File: src/rtl/imm_ext_pkg.sv
// Shared constants for the immediate-extension arbiter slice.
// Mode 11 (upper-immediate) support is selected by IMM_EXT_LUI_MODE_EN in imm_ext_datapath.
package imm_ext_pkg;

    localparam int unsigned DEF_IMM_W  = 16;
    localparam int unsigned DEF_DATA_W = 32;

    typedef enum logic [1:0] {
        MODE_ZERO      = 2'b00,
        MODE_SIGN      = 2'b01,
        MODE_SIGN_SHL2 = 2'b10,
        MODE_LUI       = 2'b11
    } imm_mode_e;

    localparam logic REQ_DECODE = 1'b0;
    localparam logic REQ_BRANCH = 1'b1;

endpackage

File: src/rtl/imm_ext_datapath.sv
// Combinational immediate extender: zero/sign/sign-shl2/upper-immediate.
// Macro IMM_EXT_LUI_MODE_EN: defined -> mode 11 yields {imm, zeros};
// undefined -> mode 11 yields zero with err set.
module imm_ext_datapath
    import imm_ext_pkg::*;
#(
    parameter int unsigned IMM_W  = DEF_IMM_W,
    parameter int unsigned DATA_W = DEF_DATA_W
) (
    input  logic [IMM_W-1:0]  imm,
    input  logic [1:0]        mode,
    output logic [DATA_W-1:0] result,
    output logic              err
);

    logic [DATA_W-1:0] ext_zero;
    logic [DATA_W-1:0] ext_sign;

    assign ext_zero = {{(DATA_W-IMM_W){1'b0}}, imm};
    assign ext_sign = {{(DATA_W-IMM_W){imm[IMM_W-1]}}, imm};

    // Select the extension; shift is applied after sign extension.
    always_comb begin
        result = '0;
        err    = 1'b0;
        case (mode)
            MODE_ZERO:      result = ext_zero;
            MODE_SIGN:      result = ext_sign;
            MODE_SIGN_SHL2: result = {ext_sign[DATA_W-3:0], 2'b00};
            default: begin
`ifdef IMM_EXT_LUI_MODE_EN
                result = {imm, {(DATA_W-IMM_W){1'b0}}};
                err    = 1'b0;
`else
                result = '0;
                err    = 1'b1;
`endif
            end
        endcase
    end

endmodule

File: src/rtl/imm_ext_arbiter.sv
// Round-robin arbiter sharing one immediate extender between decode (0) and
// branch (1), with a one-deep registered response buffer.
// Optional macro IMM_EXT_LUI_MODE_EN enables mode 11 inside imm_ext_datapath.
module imm_ext_arbiter
    import imm_ext_pkg::*;
#(
    parameter int unsigned IMM_W  = DEF_IMM_W,
    parameter int unsigned DATA_W = DEF_DATA_W
) (
    input  logic              clk,
    input  logic              reset,
    input  logic [1:0]        ReqValid,
    input  logic [IMM_W-1:0]  ReqImm0,
    input  logic [IMM_W-1:0]  ReqImm1,
    input  logic [1:0]        ReqMode0,
    input  logic [1:0]        ReqMode1,
    output logic [1:0]        ReqReady,
    output logic              RespValid,
    input  logic              RespReady,
    output logic [DATA_W-1:0] RespData,
    output logic              RespId,
    output logic              RespErr
);

    logic              resp_valid_q;
    logic [DATA_W-1:0] resp_data_q;
    logic              resp_id_q;
    logic              resp_err_q;
    logic              last_grant_q;

    logic              free;
    logic [1:0]        grant;
    logic              sel;
    logic              transfer;
    logic [IMM_W-1:0]  sel_imm;
    logic [1:0]        sel_mode;
    logic [DATA_W-1:0] dp_result;
    logic              dp_err;

    assign free = !resp_valid_q || RespReady;

    // Round-robin grant: on contention, the requester not granted last wins.
    always_comb begin
        grant = 2'b00;
        if (free) begin
            case (ReqValid)
                2'b01:   grant = 2'b01;
                2'b10:   grant = 2'b10;
                2'b11:   grant = (last_grant_q == REQ_BRANCH) ? 2'b01 : 2'b10;
                default: grant = 2'b00;
            endcase
        end
    end

    // Grant already implies the requester is valid.
    assign transfer = |grant;
    assign sel      = grant[1] ? REQ_BRANCH : REQ_DECODE;
    assign sel_imm  = grant[1] ? ReqImm1 : ReqImm0;
    assign sel_mode = grant[1] ? ReqMode1 : ReqMode0;

    imm_ext_datapath #(
        .IMM_W  (IMM_W),
        .DATA_W (DATA_W)
    ) u_datapath (
        .imm    (sel_imm),
        .mode   (sel_mode),
        .result (dp_result),
        .err    (dp_err)
    );

    // Output buffer and arbitration pointer; a new transfer overrides a drain.
    always_ff @(posedge clk or posedge reset) begin
        if (reset) begin
            resp_valid_q <= 1'b0;
            resp_data_q  <= '0;
            resp_id_q    <= REQ_DECODE;
            resp_err_q   <= 1'b0;
            last_grant_q <= REQ_BRANCH;
        end else if (transfer) begin
            resp_valid_q <= 1'b1;
            resp_data_q  <= dp_result;
            resp_id_q    <= sel;
            resp_err_q   <= dp_err;
            last_grant_q <= sel;
        end else if (RespReady) begin
            resp_valid_q <= 1'b0;
        end
    end

    assign ReqReady  = grant;
    assign RespValid = resp_valid_q;
    assign RespData  = resp_data_q;
    assign RespId    = resp_id_q;
    assign RespErr   = resp_err_q;

endmodule

File: config.mk
export PLATFORM = sky130hd
export DESIGN_NAME = imm_ext_arbiter
export DESIGN_NICKNAME = d
export VERILOG_FILES = /design/src/rtl/imm_ext_pkg.sv /design/src/rtl/imm_ext_datapath.sv /design/src/rtl/imm_ext_arbiter.sv
export SDC_FILE = /design/constraint.sdc
export NUM_CORES = 1
export LEC_CHECK = 0
export ABC_AREA = 1
export BUFFER_PORTS_ARGS = -buffer_cell sky130_fd_sc_hd__buf_2
export CORE_MARGIN = 1.5
export CORE_UTILIZATION = 46
export CTS_BUF_LIST = sky130_fd_sc_hd__clkbuf_8
export CTS_CLUSTER_SIZE = 28
export DETAILED_ROUTE_END_ITERATION = 8
export GPL_ROUTABILITY_DRIVEN = 1
export HOLD_SLACK_MARGIN = 0.08
export PLACE_DENSITY = 0.82
export SYNTH_ARGS = -nofsm -noshare
export SYNTH_HDL_FRONTEND = slang
export SYNTH_SLANG_ARGS = --single-unit
File: constraint.sdc
create_clock -name clk -period 1.9 [get_ports clk]
set_clock_uncertainty 0.05 [all_clocks]
set_input_delay 0.285 -clock clk [delete_from_list [all_inputs] [get_ports clk]]
set_output_delay 0.285 -clock clk [all_outputs]
set_load 0.02 [all_outputs]
=== Word-level counts from Yosys, hierarchy flattened ===
Index checks and enable logic that the tools add are counted.

* Eq/ne operators: 5
* Muxes and demuxes: 10
* Reductions and logical operators: 6

{| class="wikitable"
|+ Operators with widths
! cell !! number
|-
| 32-bit one-hot mux with 3 select lines || 1
|-
| 16-bit 2-to-1 mux || 1
|-
| 2-bit equality test (second input constant) || 3
|-
| 2-bit 2-to-1 mux || 3
|-
| 2-bit one-hot mux with 3 select lines || 1
|-
| 2-bit by 1-bit equality test with 1-bit output (second input constant) || 2
|-
| 1-bit 2-to-1 mux || 4
|-
| 3-bit OR reduction || 1
|-
| 2-bit logical NOT || 1
|-
| 2-bit nonzero test || 1
|-
| 2-bit OR reduction || 1
|-
| 1-bit logical NOT || 1
|-
| 1-bit logical OR || 1
|}

* Flip-flop bits (word level): 36
* Logic and storage cells: 26

=== Logic depth before layout (Yosys ltp) ===
Gate-level depths: netlist of run 1.

* Depth in word-level cells: 7
* Depth in mapped cells: 11

=== By module ===
Synthesis of run 1 repeated with hierarchy kept, for this count alone.

* Cell total of the unflattened synthesis: 300
* Area total of the unflattened synthesis: 2244.7 sq um

{| class="wikitable"
|+ By module, submodules not included
! module !! instances !! cells an instance !! area each (sq um) !! seq. area each (sq um)
|-
| imm_ext_arbiter || 1 || 227 || 1870.5 || 902.1
|-
| imm_ext_datapath || 1 || 73 || 374.1 || 0.0
|}

=== Least setup slack after synthesis of run 1 ===
OpenSTA, ideal clock, no wires.

* Path kind: register to output
* From: reg resp_valid_q, in the netlist RespValid
* To: out ReqReady[0]
* Data arrival time: 1326 ps
* Slack: 239 ps
* Cell stages (with the launch flop): 5
* Buffers on the path: 1
* Path through: dfrtp_1 > nand2_1 > clkbuf_1 > nand2_1 > a21oi_1

* Longest elaborated chain between the ends: 3

{| class="wikitable"
|+ RTL lines
! element !! line !! text
|-
| from (decl) || imm_ext_arbiter.sv:25 || <nowiki>logic resp_valid_q;</nowiki>
|-
| from (signal assigned) || imm_ext_arbiter.sv:74 || <nowiki>resp_valid_q <= 1'b0;</nowiki>
|-
| from (signal assigned) || imm_ext_arbiter.sv:80 || <nowiki>resp_valid_q <= 1'b1;</nowiki>
|-
| from (signal assigned) || imm_ext_arbiter.sv:86 || <nowiki>resp_valid_q <= 1'b0;</nowiki>
|-
| 1-bit logical NOT || imm_ext_arbiter.sv:40 || <nowiki>assign free = !resp_valid_q || RespReady;</nowiki>
|-
| 1-bit logical OR || imm_ext_arbiter.sv:40 ||
|-
| 2-bit 2-to-1 mux || imm_ext_arbiter.sv:45 || <nowiki>if (free) begin</nowiki>
|-
| to (decl) || imm_ext_arbiter.sv:17 || <nowiki>output logic [1:0] ReqReady,</nowiki>
|}

Every way passes these cells.

=== Worst setup path after layout of run 1 ===
* From: reg last_grant_q
* To: out ReqReady[1]

* Longest elaborated chain between the ends: 3

{| class="wikitable"
|+ RTL lines
! element !! line !! text
|-
| from (decl) || imm_ext_arbiter.sv:29 || <nowiki>logic last_grant_q;</nowiki>
|-
| from (signal assigned) || imm_ext_arbiter.sv:84 || <nowiki>last_grant_q <= sel;</nowiki>
|-
| 2-bit 2-to-1 mux || imm_ext_arbiter.sv:49 || <nowiki>2'b11: grant = (last_grant_q == REQ_BRANCH) ? 2'b01 : 2'b10;</nowiki>
|-
| 2-bit one-hot mux with 3 select lines || imm_ext_arbiter.sv:46 || <nowiki>case (ReqValid)</nowiki>
|-
| 2-bit 2-to-1 mux || imm_ext_arbiter.sv:45 ||
|}

Every way passes these cells.

==> run summary, run 1 <==
Pwr
• **worst vdd rail ir drop** 478 uV
• **relative contribution of sequential cells to total power** 34.6%
• **reported net switching power** 710 uW
• **Gate power share** 41.3%
• **internal power** 1.09 mW
• **Static Leak** 1.20 nW
• **total power consumption of the routed design** 1.80 mW
• **Pwr Density** 950 mW/mm2
• **switching power share of the total** 39.4%
• **clock power share** 24.0%

Clocking
• **number of buffers inserted during clock tree synthesis** 3
• **TritonCTS clock tree** yes
• **# H-tree levels** 1
• **root cell of the clock tree** clkbuf_8
• **clock latency on the worst-skew pair** 260 ps
• **number of buffers on the longest clock path** 2
• **clock input transition at the sequential cells of the worst setup and hold paths** 80 ps
• **buffers inserted during post-CTS setup optimization** 0
• **Sinks on Clock Net** 22

Yosys
• **dominant synthesized flop cell** dfrtp_1
• **most frequent cell after synthesis** nand2_1
• **number of synthesized flops with an enable pin** 0
• **synth top area cells** dfrtp_1, nand2_1, nand3_1
• **Avg Synthesized Cell Area** 6.48 um2
• **top cell type's share of synthesized area** 35.6%
• **instance count of the mapped netlist** 228
• **Syn Nets** 269
• **share of synthesized area occupied by flip-flops and latches** 37.4%
• **Seq cells post-synth** 22
• **proportion of register bits with asynchronous set or reset after synthesis** 100%
• **commonest cells in the synthesized netlist** nand2_1, nand3_1, dfrtp_1, buf_4, inv_1
• **warning count from the yosys run** 0
• **area of the mapped netlist** 0.00148 mm2
• **most area-hungry cell type in the Yosys netlist** dfrtp_1
• **unique cell type count in the Yosys netlist** 17

STA
• **total negative slack** 0 ps
• **Rel. slew slack** 76.8%
• **unrepaired setup endpoints after global routing** false
• **final worst-path cycle share** 95.2%
• **highest clock rate** 553 MHz
• **post-layout minimum cycle time** 1810 ps
• **Fin. Hold Viols** 0
• **final setup fails** 0
• **hold slack final** 309 ps
• **final-report max-slew violation count** 0
• **slew at the pin closest to its max-slew limit** 348 ps

Global route
• **combined global-route utilization of all metal layers** 22.8%
• **overflow left after global routing** 0
• **global-route wire length before repair** 6.31 mm
• **largest net degree at the start of global routing** 23
• **antenna violations before repair** 0
• **vias in the first global route** 1510

Final layout
• **final std cells w/o fill** 337
• **n_diodes** 0
• **layout cells sized above 1** 33.8%
• **total number of nets in the final design** 335
• **area grow syn2layout** 28.4%
• **end-of-flow core utilization** 62.1%

Outcome
• **result of the run** finished, final reports clean

Place
• **Placer Congestion** 0.921
• **IO buf count** 77
• **detailed placer's ending HPWL** 2.85 mm
• **placed cells** 332

Floorplan
• **Boundary Pins** 78
• **Die Span X** 59.7 um
• **row count** 20
• **Die ar.** 0.00356 mm2
• **Die Ht** 59.7 um
• **initial cell density of the core** 48.4%
• **CORE AREA** 0.00305 mm2

Critical path
• **reg-to-reg slack, setup** 220 ps
• **worst flop-to-flop path endpoint** RespData[6]
• **beginning of the worst register-to-register path** RespValid
• **Critical Path Sink Type** output pin
• **Reg2Reg Depth** 8
• **CP Data Arrival Time** 1470 ps
• **Crit Path Max Fanout** 16
• **Critical Path RT** 1560 ps
• **class of the most critical setup path** reg2out
• **critical path startpoint category** flop

Worst hold path
• **hold endpoint** RespData[1]
• **number of cells on the worst hold path** 5
• **min-delay worst type** in2reg
• **HP Start** ReqImm1[1]

Routing
• **number of DRC violations after detailed routing** 0
• **routed wire length** 3.84 mm
• **drt via density** 4.80
• **wire per inst** 11.4 um
• **Post-DRT Antenna Nets** 0
• **first-pass iteration count of the detailed router** 4
• **detailed router's first-iteration violation count** 101
• **count of vias placed by the detailed router** 1618

Job
• **max-cap violations** 0

cells in the final DEF (no fill, tap or decap), types with 2 or more instances in the layout:
cell,Yosys,layout
nand2_1,101,101
buf_2,4,77
nand3_1,27,27
dfrtp_1,21,21
inv_1,16,16
nor2_1,15,15
o21ai_1,11,11
buf_4,16,7
inv_2,5,5
clkbuf_8,0,3
a21oi_4,1,2
nand2_2,2,2
a21oi_1,2,2
timing repair:
item,4_1_cts,5_1_grt
hold endpoints to repair,21,0
gates resized for setup,0,1
setup endpoints to repair,0,1
hold buffers,1,0
critical path: stages (launching register included):
cell and delay, ps:
dfstp_2 560, a21oi_4 70, nand2_1 100, buf_4 220, inv_2 90, buf_2 170
per-layer routing:
metal | routed length (um) | global-route usage, % | part of all wire, %
met4 | 20 | 4.44 | 0.52
met2 | 1830 | 38.5 | 48
met1 | 1690 | 31.4 | 44
met5 | 0 | 0 | 0
met3 | 306 | 3.03 | 8.0
per-stage QoR:
stage	setup WS (ps)	cell area, um2
6_report	91.6	1900
5_1_grt	0.490	1900
3_5_place_dp	238	1810
3_3_place_gp	318	1810
2_1_floorplan	239	1480
4_1_cts	50.5	1890
how the worst max path moves through the flow:
| stage | endpoint | startpoint | cells after the start |
|---|---|---|---|
| after floorplan | ReqReady[0] | RespValid | 4 |
| after global placement | RespData[6] | RespReady | 10 |
| after detailed placement | RespData[6] | ReqValid[0] | 9 |
| after CTS | ReqReady[1] | last_grant_q | 5 |
| after global routing | ReqReady[1] | last_grant_q | 5 |
| final | ReqReady[1] | last_grant_q | 5 |
power groups by stage:
stage / registers, mW / logic, mW / clock network (mW)
final: 0.624 / 0.744 / 0.433
after CTS: 0.623 / 0.745 / 0.439
after global routing: 0.636 / 0.816 / 0.468
after global placement: 0.628 / 0.727 / 0
after detailed placement: 0.630 / 0.738 / 0
after floorplan: 0.740 / 0.454 / 0
cells by family after synthesis:
group / after synthesis / share of synthesized area (%)
AO/OA/AOI/OAI: 15 / 6.10
buffers and inverters: 45 / 16.4
AND/OR/NAND/NOR: 146 / 40.2
flip-flops: 22 / 37.4
flip-flops by register name, summed over array words and instances, names as in the netlist:
signal	cells
RespErr	1
last_grant_q	1
RespValid	1
RespId	1
RespData	18
cell type report:
| cell class | count | area [um2] |
|---|---|---|
| Fill cell | 327 | 1160 |
| Tap cell | 44 | 55.1 |
| Timing Repair Buffer | 85 | 448 |
| Sequential cell | 22 | 552 |
| Clock buffer | 3 | 41.3 |
| Inverter | 21 | 78.8 |
| Multi-Input combinational cell | 161 | 691 |
| Clock inverter | 1 | 30.0 |
No activity file was read; power rests on OpenSTA's default activity.
==> run 2, diff against run 1 <==
--- a/config.mk
+++ b/config.mk
@@ -8,13 +8,13 @@
 export ABC_AREA = 1
 export BUFFER_PORTS_ARGS = -buffer_cell sky130_fd_sc_hd__buf_2
 export CORE_MARGIN = 1.5
-export CORE_UTILIZATION = 46
+export CORE_UTILIZATION = 50
 export CTS_BUF_LIST = sky130_fd_sc_hd__clkbuf_8
 export CTS_CLUSTER_SIZE = 28
 export DETAILED_ROUTE_END_ITERATION = 8
 export GPL_ROUTABILITY_DRIVEN = 1
 export HOLD_SLACK_MARGIN = 0.08
-export PLACE_DENSITY = 0.82
+export PLACE_DENSITY = 0.88
 export SYNTH_ARGS = -nofsm -noshare
 export SYNTH_HDL_FRONTEND = slang
 export SYNTH_SLANG_ARGS = --single-unit
==> constraint.sdc (replaced) <==
create_clock -name clk -period 2.3 [get_ports clk]
set_clock_uncertainty 0.05 [all_clocks]
set_input_delay 0.345 -clock clk [delete_from_list [all_inputs] [get_ports clk]]
set_output_delay 0.345 -clock clk [all_outputs]
set_load 0.02 [all_outputs]
==> run 2 against run 1 <==
  * Setup slack gained 200 ps
  * First-iteration DRC count shrank 53%
  * Total power shrank 25%
  * Cell count shrank 5.0%
  * Critical path type unchanged
  * Highest routed layer unchanged
  * Die area shrank 7.6%
  * Flip-flop and latch count is the same
  * Clock-buffer cell count is the same
  * Via count shrank 0.80%
  * Utilization grew 3.1 points
  * Routed wire length shrank 5.7%
==> run summary, run 2 (synthesis results as in run 1) <==
Outcome
• **result of the run** finished, final reports clean

Routing
• **number of DRC violations after detailed routing** 0
• **total met3 wirelength after detailed routing** 235 um
• **count of vias placed by the detailed router** 1605
• **met2 wire length** 1.75 mm
• **Post-DRT Antenna Nets** 0
• **post-route met1 wirelength** 1.61 mm
• **drt via density** 5.02
• **first-pass iteration count of the detailed router** 4
• **wire per inst** 11.3 um
• **detailed router's first-iteration violation count** 47
• **highest layer used for signal routing** met4
• **routed wire length** 3.62 mm

STA
• **post-layout minimum cycle time** 2010 ps
• **final setup slack of the worst path** 292 ps
• **Rel. slew slack** 45.2%
• **slew at the pin closest to its max-slew limit** 821 ps
• **final-report max-slew violation count** 0
• **Fin. Hold Viols** 0
• **final worst-path cycle share** 87.3%
• **final setup fails** 0
• **total negative slack** 0 ps
• **unrepaired setup endpoints after global routing** false
• **highest clock rate** 498 MHz

Job
• **max-cap violations** 0

Pwr
• **Static Leak** 1.17 nW
• **Pwr Density** 746 mW/mm2
• **worst vdd rail ir drop** 548 uV

Clocking
• **number of buffers on the longest clock path** 2
• **TritonCTS clock tree** yes
• **buffers inserted during post-CTS setup optimization** 0
• **root cell of the clock tree** clkbuf_8
• **clock input transition at the sequential cells of the worst setup and hold paths** 80 ps
• **Sinks on Clock Net** 22
• **number of buffers inserted during clock tree synthesis** 3
• **clock latency on the worst-skew pair** 260 ps
• **# H-tree levels** 1
• **Resized Gates After CTS** 0
• **Post-CTS Hold Buffers** 0

Global route
• **largest net degree at the start of global routing** 29
• **overflow left after global routing** 0
• **antenna violations before repair** 0
• **global-route wire length before repair** 6.23 mm
• **vias in the first global route** 1513
• **combined global-route utilization of all metal layers** 23.7%

Floorplan
• **Die ar.** 0.00329 mm2
• **row count** 19
• **initial cell density of the core** 53.1%
• **Boundary Pins** 78
• **Die Span X** 57.3 um
• **CORE AREA** 0.00278 mm2
• **Die Ht** 57.3 um

Final layout
• **fill cell count** 266
• **total number of nets in the final design** 331
• **most common cell after layout, fill and taps aside** nand2_1
• **n_diodes** 0
• **commonest cells after routing, fill and taps aside** nand2_1, buf_2, nand3_1, dfrtp_1, inv_1
• **area grow syn2layout** 22.8%
• **max FFs per register** 18
• **layout cells sized above 1** 32.9%

Critical path
• **Critical Path RT** 1900 ps
• **CP Data Arrival Time** 1610 ps
• **critical path startpoint category** flop
• **Crit Path Max Fanout** 28
• **Critical Path Sink Type** output pin
• **class of the most critical setup path** reg2out

Place
• **Placer Congestion** 0.840
• **detailed placer's ending HPWL** 2.80 mm
• **IO buf count** 77
• **Post-Place Worst Slack** 423 ps

Worst hold path
• **min-delay worst type** in2async

==> run 2: changes by cell type in the layout (fill, tap and decap cells not counted), sizes merged <==
cell         previous run  this run
buf                    84        81
bufinv                  1         0
dlygate4sd3             1         0
inv                    21        22
==> run 2: layer usage <==
metal,vias to the layer above,GRT usage (%)
li1,809,-
met1,713,30.6
met2,78,41.4
met3,5,3.17
met4,0,6.64
met5,-,0
==> run 2: final cells by class <==
type                    instances  area (um2)  share of cell area (%)
flip-flops and latches         22         552                    30.4
multi-input cells             161         683                    37.7
repair buffers                 81         415                    22.9
well taps                      31        38.8                    2.14
clock buffers                   3        41.3                    2.28
clock inverters                 1        3.75                   0.207
inverters                      21        78.8                    4.35
==> run 2: power breakdown <==
part	switching, mW	leakage (nW)	total, mW	internal, mW
combinational	0.402	0.871	0.598	0.196
clock	0.124	0.0269	0.243	0.119
sequential	0.0488	0.276	0.513	0.464
total	0.574	1.17	1.35	0.779
==> run 2: critical path, stage by stage (launching register included) <==
cell and delay, ps:
dfstp_2 550, a21oi_2 100, nand2_1 90, buf_4 310, inv_2 120, buf_2 180
==> run 2: stage by stage <==
step | power (mW) | cells | utilization, % | hold slack [ps] | area, um2
6_report | 1.35 | 320 | 65.2 | 185 | 1810
5_1_grt | 1.45 | 320 | 65.2 | 264 | 1810
4_1_cts | 1.36 | 320 | 65.2 | 229 | 1810
3_5_place_dp | 1.12 | 316 | 63.6 | 414 | 1770
3_3_place_gp | 1.11 | 316 | 63.6 | 406 | 1770
2_1_floorplan | 0.986 | 228 | - | 283 | 1480
==> run 2: final timing paths <==
check	startpoint	endpoint	slack [ps]	cells after the start
max in group asynchronous	reset	RespData[15]	1510	2
min in group clk	ReqImm1[1]	RespData[1]	370	5
worst min register to register	RespId	RespId	430	2
worst max register to register	RespValid	RespData[10]	500	8
worst min-delay path	reset	RespData[10]	180	2
worst max-delay path	last_grant_q	ReqReady[1]	290	5
